**src/rtl/cpu_pkg.sv**
```systemverilog
// Shared constants for the 8-bit CPU: opcode map, field widths, beat count and IR reset value.
package cpu_pkg;
    localparam int OPW       = 3;
    localparam int AW        = 5;
    localparam int CNTW      = 8;
    localparam int NUM_BEATS = 8;

    localparam logic [OPW-1:0] OP_LD  = 3'b000;
    localparam logic [OPW-1:0] OP_ADD = 3'b001;
    localparam logic [OPW-1:0] OP_SUB = 3'b010;
    localparam logic [OPW-1:0] OP_AND = 3'b011;
    localparam logic [OPW-1:0] OP_OR  = 3'b100;
    localparam logic [OPW-1:0] OP_STO = 3'b101;
    localparam logic [OPW-1:0] OP_NOP = 3'b110;
    localparam logic [OPW-1:0] OP_HLT = 3'b111;

    localparam logic [7:0] IR_RST = 8'hC0;
endpackage

```
**src/rtl/beat_ring.sv**
```systemverilog
// One-hot machine-beat ring T0..T7 with NOP short-cycle and HLT stall at T3.
//   beat | meaning
//   T0-T2| fetch; IR captured on the T2->T3 edge
//   T3   | decode valid; NOP returns to T0, HLT holds here
//   T4-T7| execute; T7->T0 retires the instruction
module beat_ring
    import cpu_pkg::*;
(
    input  logic                 clk,
    input  logic                 rst,
    input  logic                 adv,
    input  logic                 short,
    input  logic                 stall,
    output logic [NUM_BEATS-1:0] t
);
    localparam logic [NUM_BEATS-1:0] BEAT_T0 = NUM_BEATS'(1);

    logic [NUM_BEATS-1:0] t_next;

    always_comb begin
        t_next = t;
        if (adv) begin
            if (t[3] && stall)
                t_next = t;
            else if (t[3] && short)
                t_next = BEAT_T0;
            else
                t_next = {t[NUM_BEATS-2:0], t[NUM_BEATS-1]};
        end
    end

    always_ff @(posedge clk or posedge rst) begin
        if (rst)
            t <= BEAT_T0;
        else
            t <= t_next;
    end
endmodule

```
**src/rtl/timing_decode.sv**
```systemverilog
// Beat generator and instruction decoder: IR capture, one-hot opcode decode,
// sticky halt and retired-instruction counter around the beat ring.
module timing_decode
    import cpu_pkg::*;
(
    input  logic            clk,
    input  logic            rst,
    input  logic            run,
    input  logic [7:0]      bus_in,
    input  logic            iir_n,
    output logic            T0,
    output logic            T1,
    output logic            T2,
    output logic            T3,
    output logic            T4,
    output logic            T5,
    output logic            T6,
    output logic            T7,
    output logic            LD,
    output logic            ADD,
    output logic            SUB,
    output logic            AND,
    output logic            OR,
    output logic            STO,
    output logic            HLT,
    output logic            halted,
    output logic [AW-1:0]   ir_addr,
    output logic [CNTW-1:0] icount
);
    logic [7:0]           ir;
    logic [OPW-1:0]       opcode;
    logic [NUM_BEATS-1:0] t;
    logic                 adv;
    logic                 is_nop;
    logic                 is_hlt;
    logic                 retire;

    assign opcode  = ir[7:5];
    assign ir_addr = ir[AW-1:0];
    assign is_nop  = (opcode == OP_NOP);
    assign is_hlt  = (opcode == OP_HLT);
    assign adv     = run & ~halted;
    assign retire  = adv & (t[7] | (t[3] & is_nop));

    beat_ring u_ring (
        .clk   (clk),
        .rst   (rst),
        .adv   (adv),
        .short (is_nop),
        .stall (is_hlt),
        .t     (t)
    );

    assign {T7, T6, T5, T4, T3, T2, T1, T0} = t;

    // IR load is deliberately ungated by run/halted; the control block owns the strobe.
    always_ff @(posedge clk or posedge rst) begin
        if (rst)
            ir <= IR_RST;
        else if (!iir_n)
            ir <= bus_in;
    end

    always_comb begin
        LD  = 1'b0;
        ADD = 1'b0;
        SUB = 1'b0;
        AND = 1'b0;
        OR  = 1'b0;
        STO = 1'b0;
        HLT = 1'b0;
        case (opcode)
            OP_LD:   LD  = 1'b1;
            OP_ADD:  ADD = 1'b1;
            OP_SUB:  SUB = 1'b1;
            OP_AND:  AND = 1'b1;
            OP_OR:   OR  = 1'b1;
            OP_STO:  STO = 1'b1;
            OP_HLT:  HLT = 1'b1;
            default: ;
        endcase
    end

    always_ff @(posedge clk or posedge rst) begin
        if (rst)
            halted <= 1'b0;
        else if (adv && t[3] && is_hlt)
            halted <= 1'b1;
    end

    always_ff @(posedge clk or posedge rst) begin
        if (rst)
            icount <= '0;
        else if (retire)
            icount <= icount + CNTW'(1);
    end
endmodule

```
**config.mk**
```make
export PLATFORM = sky130hd
export DESIGN_NAME = timing_decode
export DESIGN_NICKNAME = d
export VERILOG_FILES = /design/src/rtl/cpu_pkg.sv /design/src/rtl/beat_ring.sv /design/src/rtl/timing_decode.sv
export SDC_FILE = /design/constraint.sdc
export NUM_CORES = 1
export LEC_CHECK = 0
export ABC_AREA = 0
export CORE_MARGIN = 2
export CORE_UTILIZATION = 48
export CTS_BUF_LIST = sky130_fd_sc_hd__clkbuf_4 sky130_fd_sc_hd__clkbuf_8
export DETAILED_ROUTE_END_ITERATION = 6
export PLACE_DENSITY_LB_ADDON = 0.3
export SYNTH_ARGS = -nofsm -noshare
export SYNTH_HDL_FRONTEND = slang
export SYNTH_SLANG_ARGS = --single-unit
export TNS_END_PERCENT = 50
```
**constraint.sdc**
```tcl
create_clock -name clk -period 3.9 [get_ports clk]
set_clock_uncertainty 0.15 [all_clocks]
set_input_delay 0.39 -clock clk [delete_from_list [all_inputs] [get_ports clk]]
set_output_delay 0.39 -clock clk [all_outputs]
set_load 0.005 [all_outputs]
```
==> results of run 1 <==
[through the flow]
stage / hold slack, ns / area (sq um) / worst slack (ns)
floorplan: 0.265 / 1220 / 2.40
global placement: 0.312 / 1580 / 1.96
detailed placement: 0.320 / 1580 / 1.93
CTS: 0.339 / 1610 / 1.64
global route: 0.356 / 1610 / 1.56
finish: 0.332 / 1610 / 1.66
[logic make-up (layout without fill, tap and decap cells)]
family	after synthesis	count (layout)	share of synthesized area, %
mux	13	13	12.1
compound gates	14	14	9.55
fa+ha+maj	1	1	1.03
flops	25	25	51.6
xor+xnor	7	7	5.03
buf+inv	17	49	8.11
simple gates	24	24	12.5
[area by class of cell]
cell class | instances | share of cell area, %
clock inverter | 1 | 0.467
multi-input combinational | 59 | 30.5
sequential | 25 | 39.2
inverter | 5 | 1.17
clock buffer | 3 | 1.40
tap | 30 | 2.34
timing repair buffer | 40 | 24.9
[flip-flops by register name, summed over array words and instances, names as in the netlist]
signal    count
halted        1
icount        8
ir            8
u_ring.t      8
[final timing paths]
kind,start,end
setup / recovery,ir[6]$_DFFE_PP1N_,SUB
max in group asynchronous,rst,icount[0]$_DFFE_PP0P_
min in group asynchronous,rst,u_ring.t[6]$_DFFE_PP0P_
hold reg to reg,icount[7]$_DFFE_PP0P_,icount[7]$_DFFE_PP0P_
hold / removal,icount[7]$_DFFE_PP0P_,icount[7]$_DFFE_PP0P_
setup reg to reg,ir[7]$_DFFE_PP1N_,icount[1]$_DFFE_PP0P_
[cells in the final DEF, fill, tap and decap left out, types with 2 or more instances in the layout]
| cell | Yosys | final |
|---|---|---|
| and3_1 | 3 | 3 |
| and3b_1 | 2 | 2 |
| and4b_1 | 2 | 2 |
| clkbuf_4 | 0 | 3 |
| clkdlybuf4s50_1 | 0 | 40 |
| dfrtp_1 | 22 | 22 |
| dfstp_2 | 3 | 3 |
| inv_1 | 5 | 5 |
| mux2_2 | 10 | 10 |
| mux2i_1 | 2 | 2 |
| nand2_1 | 5 | 5 |
| nand4_1 | 2 | 2 |
| nor2_1 | 3 | 3 |
| nor3b_1 | 3 | 3 |
| o2111ai_1 | 2 | 2 |
| o211ai_1 | 4 | 4 |
| xnor2_1 | 7 | 7 |
[worst max-delay path, cell delays in order, from the launching register on]
cell             delay [ns]
dfstp_2                0.64
nor3b_1                0.20
clkdlybuf4s50_1        0.54
[metal layers]
| metal | share of wire (%) | vias up | GRT usage (%) |
|---|---|---|---|
| li1 | - | 421 | - |
| met1 | 39 | 438 | 20.9 |
| met2 | 54 | 22 | 32.9 |
| met3 | 4.7 | 5 | 4.10 |
| met4 | 2.1 | 0 | 8.75 |
| met5 | 0 | - | 0 |
[power by group through the flow]
stage | Sequential [W] | Combinational (W) | Clock [W]
floorplan | 0.000413 | 0.000187 | 0
global placement | 0.000435 | 0.000345 | 0
detailed placement | 0.000441 | 0.000354 | 0
CTS | 0.000436 | 0.000355 | 0.000126
global route | 0.000449 | 0.000391 | 0.000135
finish | 0.000436 | 0.000350 | 0.000123
==> report_table.html, run 1 <==
<table>
<tr><th>Metric</th><th>Value</th></tr>
<tr><th colspan="2">Outcome</th></tr>
<tr><td>Result of the run</td><td>completed</td></tr>
<tr><th colspan="2">GRT</th></tr>
<tr><td>First-pass GRT wire length</td><td>between 3000 and 4000 microns</td></tr>
<tr><td>Antenna violations before repair</td><td>0</td></tr>
<tr><td>GR Util All Layers</td><td>between 10% and 20%</td></tr>
<tr><td>Vias in the first global route</td><td>between 800 and 900</td></tr>
<tr><td>Largest net degree at the start of global routing</td><td>26</td></tr>
<tr><td>Overflow after GRT</td><td>0</td></tr>
<tr><th colspan="2">Floorplan</th></tr>
<tr><td>Total number of placement rows</td><td>18</td></tr>
<tr><td>Initial core utilization</td><td>~50%</td></tr>
<tr><td>Horizontal die dimension</td><td>around 54 microns</td></tr>
<tr><td>Die H</td><td>roughly 54 microns</td></tr>
<tr><td>IO Pins</td><td>41</td></tr>
<tr><td>Placeable core region</td><td>0.00243 sq mm</td></tr>
<tr><td>Total die area</td><td>~0.0030 sq mm</td></tr>
<tr><th colspan="2">Detailed routing</th></tr>
<tr><td>Detailed-route wire length per cell</td><td>between 10 and 15 microns</td></tr>
<tr><td>Total routed wirelength</td><td>approximately 2300 microns</td></tr>
<tr><td>DR DRC count</td><td>0</td></tr>
<tr><td>Total number of vias</td><td>just under 900</td></tr>
<tr><td>Number of detailed-routing iterations run before antenna repair</td><td>4</td></tr>
<tr><td>Iteration-0 DRC count of the detailed router</td><td>10</td></tr>
<tr><td>Antenna-violating nets left</td><td>0</td></tr>
<tr><td>Average vias per placed instance</td><td>around 5.4</td></tr>
<tr><th colspan="2">Cells and area</th></tr>
<tr><td>Area used by sequential logic in the layout</td><td>629 sq um</td></tr>
<tr><td>Number of filler instances in the final layout</td><td>203</td></tr>
<tr><td>Utilization after layout</td><td>approximately two thirds</td></tr>
<tr><td>Final nets</td><td>about 150</td></tr>
<tr><td>Proportion of layout cells with a drive suffix above 1</td><td>16.5%</td></tr>
<tr><td>Final instance count without filler cells</td><td>around 160</td></tr>
<tr><td>Layout Area Growth over Synthesis</td><td>31.8%</td></tr>
<tr><td>Antenna diode instance count</td><td>0</td></tr>
<tr><td>Multi-input logic area</td><td>approximately 500 sq um</td></tr>
<tr><th colspan="2">Power and ir drop</th></tr>
<tr><td>Clock power share</td><td>approximately 14%</td></tr>
<tr><td>Worst-case vdd ir drop</td><td>0.357 mV</td></tr>
<tr><td>Overall power</td><td>between 0.0009 and 0.001 W</td></tr>
<tr><td>Sw frac</td><td>roughly a third</td></tr>
<tr><td>Part of the power in registers</td><td>48.0%</td></tr>
<tr><td>Power Density</td><td>around 570 mW/mm^2</td></tr>
<tr><td>Net Switching</td><td>0.000296 W</td></tr>
<tr><td>Part of the power in combinational logic</td><td>between 30% and 40%</td></tr>
<tr><td>Leak pwr</td><td>between 0.6 and 0.7 nW</td></tr>
<tr><td>Cell-internal power</td><td>slightly above 0.0006 W</td></tr>
<tr><th colspan="2">Critical path</th></tr>
<tr><td>Max FO, Critical Path</td><td>12</td></tr>
<tr><td>Kind of critical path</td><td>register to output port</td></tr>
<tr><td>Worst EP arrival</td><td>about 1.7 ns</td></tr>
<tr><td>Cells on worst reg2reg path</td><td>3</td></tr>
<tr><td>Startpoint type of the worst setup path</td><td>register</td></tr>
<tr><td>Data required time at the worst endpoint</td><td>3.36 ns</td></tr>
<tr><td>Endpoint class of the critical path</td><td>output port</td></tr>
<tr><td>Worst reg-to-reg setup slack</td><td>about 2.1 ns</td></tr>
<tr><th colspan="2">CTS</th></tr>
<tr><td>Clock transition at the register clock pins on the worst setup and hold paths after CTS</td><td>approximately 0.15 ns</td></tr>
<tr><td>Number of clock sinks</td><td>25</td></tr>
<tr><td>TritonCTS clock tree</td><td>done</td></tr>
<tr><td>PostCTS Resize Cnt</td><td>0</td></tr>
<tr><td>Number of buffers between clock root and the deepest sink</td><td>2</td></tr>
<tr><td>Clock root buffer</td><td>clkbuf_4</td></tr>
<tr><td>Buffers inserted during post-CTS setup optimization</td><td>0</td></tr>
<tr><td>Later-pin clock latency in the skew report</td><td>between 0.3 and 0.4 ns</td></tr>
<tr><td>Level count of the clock H-tree</td><td>1</td></tr>
<tr><td>Number of hold-repair buffers added at the cts stage</td><td>0</td></tr>
<tr><td>Number of buffers created by CTS</td><td>3</td></tr>
<tr><th colspan="2">Place</th></tr>
<tr><td>Sum of net half-perimeters after detailed placement</td><td>1760 microns</td></tr>
<tr><td>Port buffer count</td><td>40</td></tr>
<tr><td>Routability Congestion</td><td>0.726</td></tr>
<tr><td>Number of placed instances with taps included</td><td>approximately 160</td></tr>
<tr><th colspan="2">Synth</th></tr>
<tr><td>Post-synthesis cell type with the largest combined area</td><td>dfrtp_1</td></tr>
<tr><td>Number of flops mapped to enable cells by yosys</td><td>0</td></tr>
<tr><td>Total number of yosys warnings</td><td>0</td></tr>
<tr><td>Sequential-to-total area share from yosys stat</td><td>about half</td></tr>
<tr><td>Post-synth top flop</td><td>dfrtp_1</td></tr>
<tr><td>Cell area after synthesis</td><td>roughly 0.0012 sq mm</td></tr>
<tr><td>Fraction of registers with async set/reset</td><td>100%</td></tr>
<tr><td>Number of register bits inferred by synthesis</td><td>25</td></tr>
<tr><td>Area share of the largest cell type after synthesis</td><td>between 40% and 50%</td></tr>
<tr><td>Unique cell type count in the Yosys netlist</td><td>33</td></tr>
<tr><td>Most frequent cell after synthesis</td><td>dfrtp_1</td></tr>
<tr><td>Synth Area per Inst</td><td>about 12 sq um</td></tr>
<tr><td>Largest cells by area after synthesis</td><td>dfrtp_1 (45%), mux2_2 (9.2%), dfstp_2 (6.5%)</td></tr>
<tr><td>Most frequent cells after synthesis</td><td>dfrtp_1 (22), mux2_2 (10), xnor2_1 (7)</td></tr>
<tr><td>Net count after synthesis</td><td>114</td></tr>
<tr><td>Post-synthesis cell count</td><td>around 100</td></tr>
<tr><th colspan="2">Timing</th></tr>
<tr><td>Pin slew with the least headroom to its limit</td><td>about 0.9 ns</td></tr>
<tr><td>Aggregate negative setup slack</td><td>0 ns</td></tr>
<tr><td>Setup-violating endpoint count in the final report</td><td>0</td></tr>
<tr><td>Maximum clock frequency</td><td>between 400 and 500 MHz</td></tr>
<tr><td>Setup repair after global routing missed its margin</td><td>false</td></tr>
<tr><td>Number of hold violations in the final report</td><td>0</td></tr>
<tr><td>Count of pins over their slew limit</td><td>0</td></tr>
<tr><td>Slew margin rel.</td><td>around two fifths</td></tr>
<tr><td>Ratio of final minimum period to clock period</td><td>57.5%</td></tr>
<tr><td>Tmin final</td><td>2.24 ns</td></tr>
<tr><th colspan="2">Worst hold path</th></tr>
<tr><td>Tightest Hold Check Type</td><td>register to register</td></tr>
<tr><td>Number of cells on the worst hold path</td><td>1</td></tr>
<tr><th colspan="2">Job</th></tr>
<tr><td>Max-cap check violation count</td><td>0</td></tr>
</table>
No activity file was read; power rests on OpenSTA's default activity.
==> run 2, diff against run 1 <==
- CORE_UTILIZATION: 48 -> 42
- clock period: 3.9 -> 1.89 ns (I/O delays scaled with it)
==> run 2 against run 1 <==
  * Combinational power grew 110%
  * Worst setup slack got worse by 1.6 ns
  * Global-route usage down 4.3 points
  * Critical path type is now register to register
==> report_table.html, run 2 (synthesis results as in run 1) <==
<table>
<tr><th>Metric</th><th>Value</th></tr>
<tr><th colspan="2">Outcome</th></tr>
<tr><td>Result of the run</td><td>completed (unchanged)</td></tr>
<tr><th colspan="2">Detailed routing</th></tr>
<tr><td>Total routed wirelength</td><td>2290 microns (was 2340 microns)</td></tr>
<tr><td>Antenna-violating nets left</td><td>0 (unchanged)</td></tr>
<tr><td>Number of detailed-routing iterations run before antenna repair</td><td>4 (unchanged)</td></tr>
<tr><td>DR DRC count</td><td>0 (unchanged)</td></tr>
<tr><td>Metal1 wirelength</td><td>928 microns (was 919 microns)</td></tr>
<tr><td>Detailed route wirelength on metal2</td><td>1180 microns (was 1260 microns)</td></tr>
<tr><td>Detailed-route wire length per cell</td><td>13.4 microns (was 14.4 microns)</td></tr>
<tr><td>Average vias per placed instance</td><td>5.19 (was 5.44)</td></tr>
<tr><td>Uppermost metal layer occupied by signal nets</td><td>met4 (unchanged)</td></tr>
<tr><td>Met3 layer wire length in the routed design</td><td>147 microns (was 109 microns)</td></tr>
<tr><td>Iteration-0 DRC count of the detailed router</td><td>17 (was 10)</td></tr>
<tr><td>Total number of vias</td><td>887 (was 886)</td></tr>
<tr><th colspan="2">CTS</th></tr>
<tr><td>Clock root buffer</td><td>clkbuf_4 (unchanged)</td></tr>
<tr><td>Level count of the clock H-tree</td><td>1 (unchanged)</td></tr>
<tr><td>Number of clock sinks</td><td>25 (unchanged)</td></tr>
<tr><td>Clock transition at the register clock pins on the worst setup and hold paths after CTS</td><td>0.13 ns (was 0.15 ns)</td></tr>
<tr><td>Later-pin clock latency in the skew report</td><td>0.32 ns (was 0.34 ns)</td></tr>
<tr><td>Number of hold-repair buffers added at the cts stage</td><td>0 (unchanged)</td></tr>
<tr><td>TritonCTS clock tree</td><td>done (unchanged)</td></tr>
<tr><td>Number of buffers between clock root and the deepest sink</td><td>2 (unchanged)</td></tr>
<tr><td>Number of buffers created by CTS</td><td>3 (unchanged)</td></tr>
<tr><th colspan="2">Place</th></tr>
<tr><td>Sum of net half-perimeters after detailed placement</td><td>1700 microns (was 1760 microns)</td></tr>
<tr><td>Port buffer count</td><td>40 (unchanged)</td></tr>
<tr><td>Number of placed instances with taps included</td><td>163 (was 159)</td></tr>
<tr><td>Routability Congestion</td><td>0.687 (was 0.726)</td></tr>
<tr><th colspan="2">GRT</th></tr>
<tr><td>First-pass GRT wire length</td><td>3640 microns (was 3800 microns)</td></tr>
<tr><td>Vias in the first global route</td><td>862 (was 832)</td></tr>
<tr><td>GR Util All Layers</td><td>14.3% (was 18.6%)</td></tr>
<tr><td>Antenna violations before repair</td><td>0 (unchanged)</td></tr>
<tr><td>Largest net degree at the start of global routing</td><td>26 (unchanged)</td></tr>
<tr><td>Overflow after GRT</td><td>0 (unchanged)</td></tr>
<tr><th colspan="2">Critical path</th></tr>
<tr><td>Kind of critical path</td><td>register to register (was register to output port)</td></tr>
<tr><td>Worst reg-to-reg setup slack</td><td>0.08 ns (was 2.13 ns)</td></tr>
<tr><td>FF-to-FF End</td><td>icount[1]$_DFFE_PP0P_ (unchanged)</td></tr>
<tr><td>Worst setup path start</td><td>ir[7]$_DFFE_PP1N_ (was ir[6]$_DFFE_PP1N_)</td></tr>
<tr><td>Startpoint type of the worst setup path</td><td>register (unchanged)</td></tr>
<tr><td>Cells on worst reg2reg path</td><td>4 (was 3)</td></tr>
<tr><td>Max FO, Critical Path</td><td>9 (was 12)</td></tr>
<tr><td>Worst EP arrival</td><td>1.88 ns (was 1.70 ns)</td></tr>
<tr><td>Data required time at the worst endpoint</td><td>1.96 ns (was 3.36 ns)</td></tr>
<tr><td>Reg2Reg Launch Point</td><td>ir[7]$_DFFE_PP1N_ (unchanged)</td></tr>
<tr><td>End point of the critical path</td><td>icount[1]$_DFFE_PP0P_ (was SUB)</td></tr>
<tr><td>Endpoint class of the critical path</td><td>register (was output port)</td></tr>
<tr><th colspan="2">Floorplan</th></tr>
<tr><td>Initial core utilization</td><td>44.2% (was 50.1%)</td></tr>
<tr><td>Placeable core region</td><td>0.00276 sq mm (was 0.00243 sq mm)</td></tr>
<tr><td>IO Pins</td><td>41 (unchanged)</td></tr>
<tr><td>Die H</td><td>57.9 microns (was 54.4 microns)</td></tr>
<tr><td>Horizontal die dimension</td><td>57.9 microns (was 54.4 microns)</td></tr>
<tr><td>Total die area</td><td>0.00335 sq mm (was 0.00296 sq mm)</td></tr>
<tr><td>Total number of placement rows</td><td>19 (was 18)</td></tr>
<tr><th colspan="2">Timing</th></tr>
<tr><td>Maximum clock frequency</td><td>approximately 550 MHz</td></tr>
<tr><td>Slew margin rel.</td><td>75.9% (was 38.4%)</td></tr>
<tr><td>Setup-violating endpoint count in the final report</td><td>0 (unchanged)</td></tr>
<tr><td>Ratio of final minimum period to clock period</td><td>a little under 100%</td></tr>
<tr><td>Pin slew with the least headroom to its limit</td><td>0.361 ns (was 0.923 ns)</td></tr>
<tr><td>Tmin final</td><td>between 1.5 and 2 ns</td></tr>
<tr><td>Number of hold violations in the final report</td><td>0 (unchanged)</td></tr>
<tr><td>Setup repair after global routing missed its margin</td><td>false (unchanged)</td></tr>
<tr><td>Count of pins over their slew limit</td><td>0 (unchanged)</td></tr>
<tr><th colspan="2">Cells and area</th></tr>
<tr><td>Area used by sequential logic in the layout</td><td>631 sq um (was 629 sq um)</td></tr>
<tr><td>Most frequent cells in the layout</td><td>clkdlybuf4s50_1 (33), dfrtp_1 (21), mux2_2 (10) (was clkdlybuf4s50_1 (40), dfrtp_1 (22), mux2_2 (10))</td></tr>
<tr><td>Final instance count without filler cells</td><td>171 (was 163)</td></tr>
<tr><td>Number of filler instances in the final layout</td><td>225 (was 203)</td></tr>
<tr><td>Biggest regs</td><td>icount: 8 flops, ir: 8 flops, u_ring.t: 8 flops (unchanged)</td></tr>
<tr><td>Layout Area Growth over Synthesis</td><td>36.4% (was 31.8%)</td></tr>
<tr><td>Antenna diode instance count</td><td>0 (unchanged)</td></tr>
<tr><td>Final nets</td><td>154 (was 147)</td></tr>
<tr><td>Most common library cell in the layout ignoring fill and taps</td><td>clkdlybuf4s50_1 (unchanged)</td></tr>
<tr><td>Multi-input logic area</td><td>495 sq um (was 490 sq um)</td></tr>
<tr><td>Proportion of layout cells with a drive suffix above 1</td><td>22.1% (was 16.5%)</td></tr>
<tr><th colspan="2">Power and ir drop</th></tr>
<tr><td>Overall power</td><td>0.00188 W (was 0.000908 W)</td></tr>
<tr><td>Net Switching</td><td>0.000591 W (was 0.000296 W)</td></tr>
<tr><td>Cell-internal power</td><td>0.00129 W (was 0.000613 W)</td></tr>
<tr><td>Clock power share</td><td>13.1% (was 13.5%)</td></tr>
<tr><td>Leak pwr</td><td>0.769 nW (was 0.682 nW)</td></tr>
<tr><td>Sw frac</td><td>31.4% (was 32.6%)</td></tr>
<tr><td>Part of the power in combinational logic</td><td>39.5% (was 38.5%)</td></tr>
<tr><td>Power Density</td><td>1130 mW/mm^2 (was 565 mW/mm^2)</td></tr>
<tr><td>Part of the power in registers</td><td>47.4% (was 48.0%)</td></tr>
<tr><td>Worst-case vdd ir drop</td><td>0.682 mV (was 0.357 mV)</td></tr>
<tr><th colspan="2">Worst hold path</th></tr>
<tr><td>Tightest Hold Check Type</td><td>primary input to async pin (was register to register)</td></tr>
<tr><th colspan="2">Job</th></tr>
<tr><td>Max-cap check violation count</td><td>0 (unchanged)</td></tr>
</table>
[run 2: timing repair]
action | in CTS | in global routing
resized for setup | 7 | 3
hold endpoints to repair | 0 | 0
buffers inserted | 4 | 0
setup endpoints to repair | 6 | 2
[run 2: how the worst min path moves through the flow]
stage                                from                       to  slack, ns
floorplan                             rst       halted$_DFFE_PP0P_       0.06
detailed placement  icount[7]$_DFFE_PP0P_    icount[7]$_DFFE_PP0P_       0.32
CTS                                   rst        ir[0]$_DFFE_PP0N_       0.05
global placement    icount[7]$_DFFE_PP0P_    icount[7]$_DFFE_PP0P_       0.31
finish                                rst  u_ring.t[3]$_DFFE_PP0P_       0.05
global route                          rst  u_ring.t[6]$_DFFE_PP0P_       0.09
[run 2: per-stage QoR]
| step | hold slack, ns | area, sq um | util, % | TNS, ns | worst slack, ns |
|---|---|---|---|---|---|
| finish | 0.0529 | 1660 | 60.3 | 0 | 0.0753 |
| floorplan | 0.0641 | 1220 | - | 0 | 0.389 |
| CTS | 0.0531 | 1650 | 59.9 | -0.123 | -0.0651 |
| global route | 0.0889 | 1660 | 60.3 | 0 | 0.0135 |
| global placement | 0.315 | 1600 | 58.0 | 0 | 0.193 |
| detailed placement | 0.319 | 1600 | 58.0 | 0 | 0.156 |
[run 2: cell type report]
class / count / share of cell area (%)
Timing Repair Buffer: 47 / 27.0
Clock buffer: 4 / 1.81
Sequential cell: 25 / 37.9
Inverter: 5 / 1.13
Tap cell: 31 / 2.33
Multi-Input combinational cell: 59 / 29.8
[run 2: critical path: stages (launching register included)]
cell	delay (ns)
dfstp_2	0.59
buf_2	0.16
and4b_1	0.43
o21ai_4	0.10
mux2_4	0.30
[run 2: power by group through the flow]
stage          Combinational [W]  Sequential, W  Clock, W
2_1_floorplan           0.000386       0.000851         0
3_3_place_gp            0.000728       0.000896         0
3_5_place_dp            0.000742       0.000909         0
4_1_cts                 0.000755       0.000893  0.000264
5_1_grt                 0.000817       0.000921  0.000287
6_report                0.000745       0.000893  0.000247
[run 2: routing by layer]
| layer | vias to the layer above | GRT usage (%) |
|---|---|---|
| met1 | 421 | 15.9 |
| met5 | - | 0 |
| met3 | 4 | 3.35 |
| li1 | 433 | - |
| met4 | 0 | 5.98 |
| met2 | 29 | 26.0 |
==> run 3, diff against run 2 <==
- TNS_END_PERCENT: 50 -> default
==> run 3 against run 2 <==
  * Hold slack lost 0.0044 ns
  * Global-route usage is the same
  * Maximum frequency grew 0.11%
  * Cell count grew 1.2%
  * Worst setup slack gained 0.0020 ns
  * Highest routed layer unchanged
  * Via count grew 3.4%
  * Core utilization grew 0.45 points
  * Critical endpoint unchanged
  * Sequential share of layout area shrank 0.28 points
  * First-iteration DRC count shrank 18%
==> report_table.html, run 3 (synthesis results as in run 1) <==
<table>
<tr><th>Metric</th><th>Value</th></tr>
<tr><th colspan="2">Outcome</th></tr>
<tr><td>Result of the run</td><td>completed (unchanged)</td></tr>
<tr><th colspan="2">Timing</th></tr>
<tr><td>Tmin final</td><td>1.81 ns (about the same)</td></tr>
<tr><td>Maximum clock frequency</td><td>552 MHz (was 551 MHz)</td></tr>
<tr><td>Setup-violating endpoint count in the final report</td><td>0 (unchanged)</td></tr>
<tr><td>Number of hold violations in the final report</td><td>0 (unchanged)</td></tr>
<tr><td>Ratio of final minimum period to clock period</td><td>95.9% (was 96.0%)</td></tr>
<tr><td>Pin slew with the least headroom to its limit</td><td>0.337 ns (was 0.361 ns)</td></tr>
<tr><td>Worst slack on hold paths</td><td>0.0485 ns (was 0.0529 ns)</td></tr>
<tr><td>Setup repair after global routing missed its margin</td><td>false (unchanged)</td></tr>
<tr><td>Count of pins over their slew limit</td><td>0 (unchanged)</td></tr>
<tr><td>Worst setup margin</td><td>0.0773 ns (was 0.0753 ns)</td></tr>
<tr><td>Slew margin rel.</td><td>77.4% (was 75.9%)</td></tr>
<tr><th colspan="2">CTS</th></tr>
<tr><td>Clock transition at the register clock pins on the worst setup and hold paths after CTS</td><td>0.13 ns (about the same)</td></tr>
<tr><td>Clock root buffer</td><td>clkbuf_4 (unchanged)</td></tr>
<tr><td>TritonCTS clock tree</td><td>done (unchanged)</td></tr>
<tr><td>Level count of the clock H-tree</td><td>1 (unchanged)</td></tr>
<tr><td>Number of clock sinks</td><td>25 (unchanged)</td></tr>
<tr><td>Number of buffers between clock root and the deepest sink</td><td>2 (unchanged)</td></tr>
<tr><td>Number of buffers created by CTS</td><td>3 (unchanged)</td></tr>
<tr><td>Later-pin clock latency in the skew report</td><td>0.32 ns (about the same)</td></tr>
<tr><th colspan="2">Floorplan</th></tr>
<tr><td>Initial core utilization</td><td>44.2% (unchanged)</td></tr>
<tr><td>Total number of placement rows</td><td>19 (unchanged)</td></tr>
<tr><td>Total die area</td><td>0.00335 sq mm (unchanged)</td></tr>
<tr><td>Die H</td><td>57.9 microns (unchanged)</td></tr>
<tr><td>Horizontal die dimension</td><td>57.9 microns (unchanged)</td></tr>
<tr><td>IO Pins</td><td>41 (unchanged)</td></tr>
<tr><td>Placeable core region</td><td>0.00276 sq mm (unchanged)</td></tr>
<tr><th colspan="2">Job</th></tr>
<tr><td>Max-cap check violation count</td><td>0 (unchanged)</td></tr>
<tr><th colspan="2">GRT</th></tr>
<tr><td>Largest net degree at the start of global routing</td><td>26 (unchanged)</td></tr>
<tr><td>Overflow after GRT</td><td>0 (unchanged)</td></tr>
<tr><td>Antenna violations before repair</td><td>0 (unchanged)</td></tr>
<tr><td>Fraction of met2 tracks used by global routing</td><td>26.0% (unchanged)</td></tr>
<tr><td>Global Route met1 Usage</td><td>15.9% (unchanged)</td></tr>
<tr><td>Vias in the first global route</td><td>862 (unchanged)</td></tr>
<tr><td>Global-route track usage on met3</td><td>3.35% (unchanged)</td></tr>
<tr><td>GR Util All Layers</td><td>14.3% (unchanged)</td></tr>
<tr><td>First-pass GRT wire length</td><td>3640 microns (unchanged)</td></tr>
<tr><td>Most used routing layer</td><td>met2 (unchanged)</td></tr>
<tr><th colspan="2">Power and ir drop</th></tr>
<tr><td>Cell-internal power</td><td>0.00130 W (was 0.00129 W)</td></tr>
<tr><td>Part of the power in registers</td><td>47.1% (was 47.4%)</td></tr>
<tr><td>Sw frac</td><td>31.4% (about the same)</td></tr>
<tr><td>Clock power share</td><td>13.1% (about the same)</td></tr>
<tr><td>Net Switching</td><td>0.000595 W (was 0.000591 W)</td></tr>
<tr><td>Part of the power in combinational logic</td><td>39.8% (was 39.5%)</td></tr>
<tr><td>Power Density</td><td>1130 mW/mm^2 (about the same)</td></tr>
<tr><td>Leak pwr</td><td>0.766 nW (was 0.769 nW)</td></tr>
<tr><td>Worst-case vdd ir drop</td><td>0.683 mV (was 0.682 mV)</td></tr>
<tr><th colspan="2">Detailed routing</th></tr>
<tr><td>Average vias per placed instance</td><td>5.30 (was 5.19)</td></tr>
<tr><td>Detailed-route wire length per cell</td><td>13.6 microns (was 13.4 microns)</td></tr>
<tr><td>Total routed wirelength</td><td>2350 microns (was 2290 microns)</td></tr>
<tr><td>Antenna-violating nets left</td><td>0 (unchanged)</td></tr>
<tr><td>DR DRC count</td><td>0 (unchanged)</td></tr>
<tr><td>Number of detailed-routing iterations run before antenna repair</td><td>4 (unchanged)</td></tr>
<tr><td>Iteration-0 DRC count of the detailed router</td><td>14 (was 17)</td></tr>
<tr><td>Total number of vias</td><td>917 (was 887)</td></tr>
<tr><th colspan="2">Critical path</th></tr>
<tr><td>Family with the most delay on the worst path</td><td>flip-flops (unchanged)</td></tr>
<tr><td>Cell Chain, Critical Path</td><td>buf_4 &gt; buf_4 &gt; and4b_2 &gt; o21ai_4 &gt; mux2_4 (was buf_2 &gt; and4b_1 &gt; o21ai_4 &gt; mux2_4)</td></tr>
<tr><td>Delay contributed by the slowest stage of the critical path</td><td>0.58 ns (was 0.59 ns)</td></tr>
<tr><td>Count of buffer and inverter cells on the critical path</td><td>2 (was 1)</td></tr>
<tr><td>Cells on worst reg2reg path</td><td>5 (was 4)</td></tr>
<tr><td>Max FO, Critical Path</td><td>9 (unchanged)</td></tr>
<tr><td>Worst EP arrival</td><td>1.88 ns (about the same)</td></tr>
<tr><td>Most numerous cell on the critical path</td><td>buf_4</td></tr>
<tr><td>FF-to-FF End</td><td>icount[1]$_DFFE_PP0P_ (unchanged)</td></tr>
<tr><td>Data required time at the worst endpoint</td><td>1.96 ns (about the same)</td></tr>
<tr><td>Endpoint class of the critical path</td><td>register (unchanged)</td></tr>
<tr><td>Reg2Reg Launch Point</td><td>ir[6]$_DFFE_PP1N_ (was ir[7]$_DFFE_PP1N_)</td></tr>
<tr><td>Cell with the largest stage delay on the worst path</td><td>dfstp_2 (unchanged)</td></tr>
<tr><td>Startpoint type of the worst setup path</td><td>register (unchanged)</td></tr>
<tr><td>Kind of critical path</td><td>register to register (unchanged)</td></tr>
<tr><td>Worst reg-to-reg setup slack</td><td>0.08 ns (about the same)</td></tr>
<tr><th colspan="2">Place</th></tr>
<tr><td>Placement-stage worst setup slack</td><td>0.156 ns (unchanged)</td></tr>
<tr><td>Routability Congestion</td><td>0.687 (unchanged)</td></tr>
<tr><td>Port buffer count</td><td>40 (unchanged)</td></tr>
<tr><td>Number of placed instances with taps included</td><td>163 (unchanged)</td></tr>
<tr><td>Sum of net half-perimeters after detailed placement</td><td>1700 microns (unchanged)</td></tr>
<tr><th colspan="2">Cells and area</th></tr>
<tr><td>Final nets</td><td>156 (was 154)</td></tr>
<tr><td>Biggest regs</td><td>icount: 8 flops, ir: 8 flops, u_ring.t: 8 flops (unchanged)</td></tr>
<tr><td>Most frequent cells in the layout</td><td>clkdlybuf4s50_1 (33), dfrtp_1 (21), mux2_2 (10) (unchanged)</td></tr>
<tr><td>Antenna diode instance count</td><td>0 (unchanged)</td></tr>
<tr><td>Proportion of layout cells with a drive suffix above 1</td><td>23.9% (was 22.1%)</td></tr>
<tr><td>Final instance count without filler cells</td><td>173 (was 171)</td></tr>
<tr><td>Most common library cell in the layout ignoring fill and taps</td><td>clkdlybuf4s50_1 (unchanged)</td></tr>
<tr><td>Layout Area Growth over Synthesis</td><td>37.5% (was 36.4%)</td></tr>
<tr><th colspan="2">Worst hold path</th></tr>
<tr><td>Tightest Hold Check Type</td><td>primary input to async pin (unchanged)</td></tr>
</table>
-- run 3: cell count changes in the layout (fill, tap and decap cells not counted) --
cell,delta
and4b_1,-1
and4b_2,+1
buf_4,+2
dlygate4sd2_1,+1
dlymetal6s2s_1,-1
-- run 3: metal layers --
metal / share of wire [%] / wire length [microns]
met1: 40 / 947
met2: 52 / 1210
met3: 6.2 / 145
met4: 1.8 / 42
met5: 0 / 0
-- run 3: how the worst max path moves through the flow --
stage,end,from,cells after the start,slack (ns)
final,icount[1]$_DFFE_PP0P_,ir[6]$_DFFE_PP1N_,5,0.08
after detailed placement,u_ring.t[2]$_DFFE_PP0P_,run,4,0.16
after floorplan,u_ring.t[2]$_DFFE_PP0P_,ir[6]$_DFFE_PP1N_,3,0.39
after CTS,HLT,ir[6]$_DFFE_PP1N_,2,-0.06
after global routing,ADD,ir[6]$_DFFE_PP1N_,4,0.0001
after global placement,u_ring.t[2]$_DFFE_PP0P_,run,4,0.19
-- run 3: worst reg2reg max path, delay by kind of cell, from the launching register on --
| family | cells | cell delay [ns] |
|---|---|---|
| compound gates | 1 | 0.08 |
| buf+inv | 2 | 0.25 |
| flops | 1 | 0.58 |
| simple gates | 1 | 0.36 |
| mux | 1 | 0.30 |
-- run 3: final cells by class --
class / count / area [sq um]
clock buffers: 4 / 30.0
fillers: 224 / 1080
inverters: 5 / 18.8
multi-input cells: 59 / 497
flip-flops and latches: 25 / 631
well taps: 31 / 38.8
repair buffers: 49 / 460
-- run 3: through the flow --
| step | power, W | util, % | area [sq um] | TNS (ns) |
|---|---|---|---|---|
| 2_1_floorplan | 0.00124 | - | 1220 | 0 |
| 3_3_place_gp | 0.00162 | 58.0 | 1600 | 0 |
| 3_5_place_dp | 0.00165 | 58.0 | 1600 | 0 |
| 4_1_cts | 0.00191 | 60.1 | 1660 | -0.0553 |
| 5_1_grt | 0.00203 | 60.8 | 1680 | 0 |
| 6_report | 0.00189 | 60.8 | 1680 | 0 |
-- run 3: power groups by stage --
stage                     clock network, W  registers [W]  logic [W]
after floorplan                          0       0.000851   0.000386
after global placement                   0       0.000896   0.000728
after detailed placement                 0       0.000909   0.000742
after CTS                         0.000264       0.000893   0.000755
after global routing              0.000287       0.000919   0.000827
final                             0.000248       0.000892   0.000754
-- run 3: what timing repair did --
item	in CTS	in global routing
hold buffers	0	0
buffers inserted	4	2
setup endpoints to repair	6	1
resized for setup	9	2
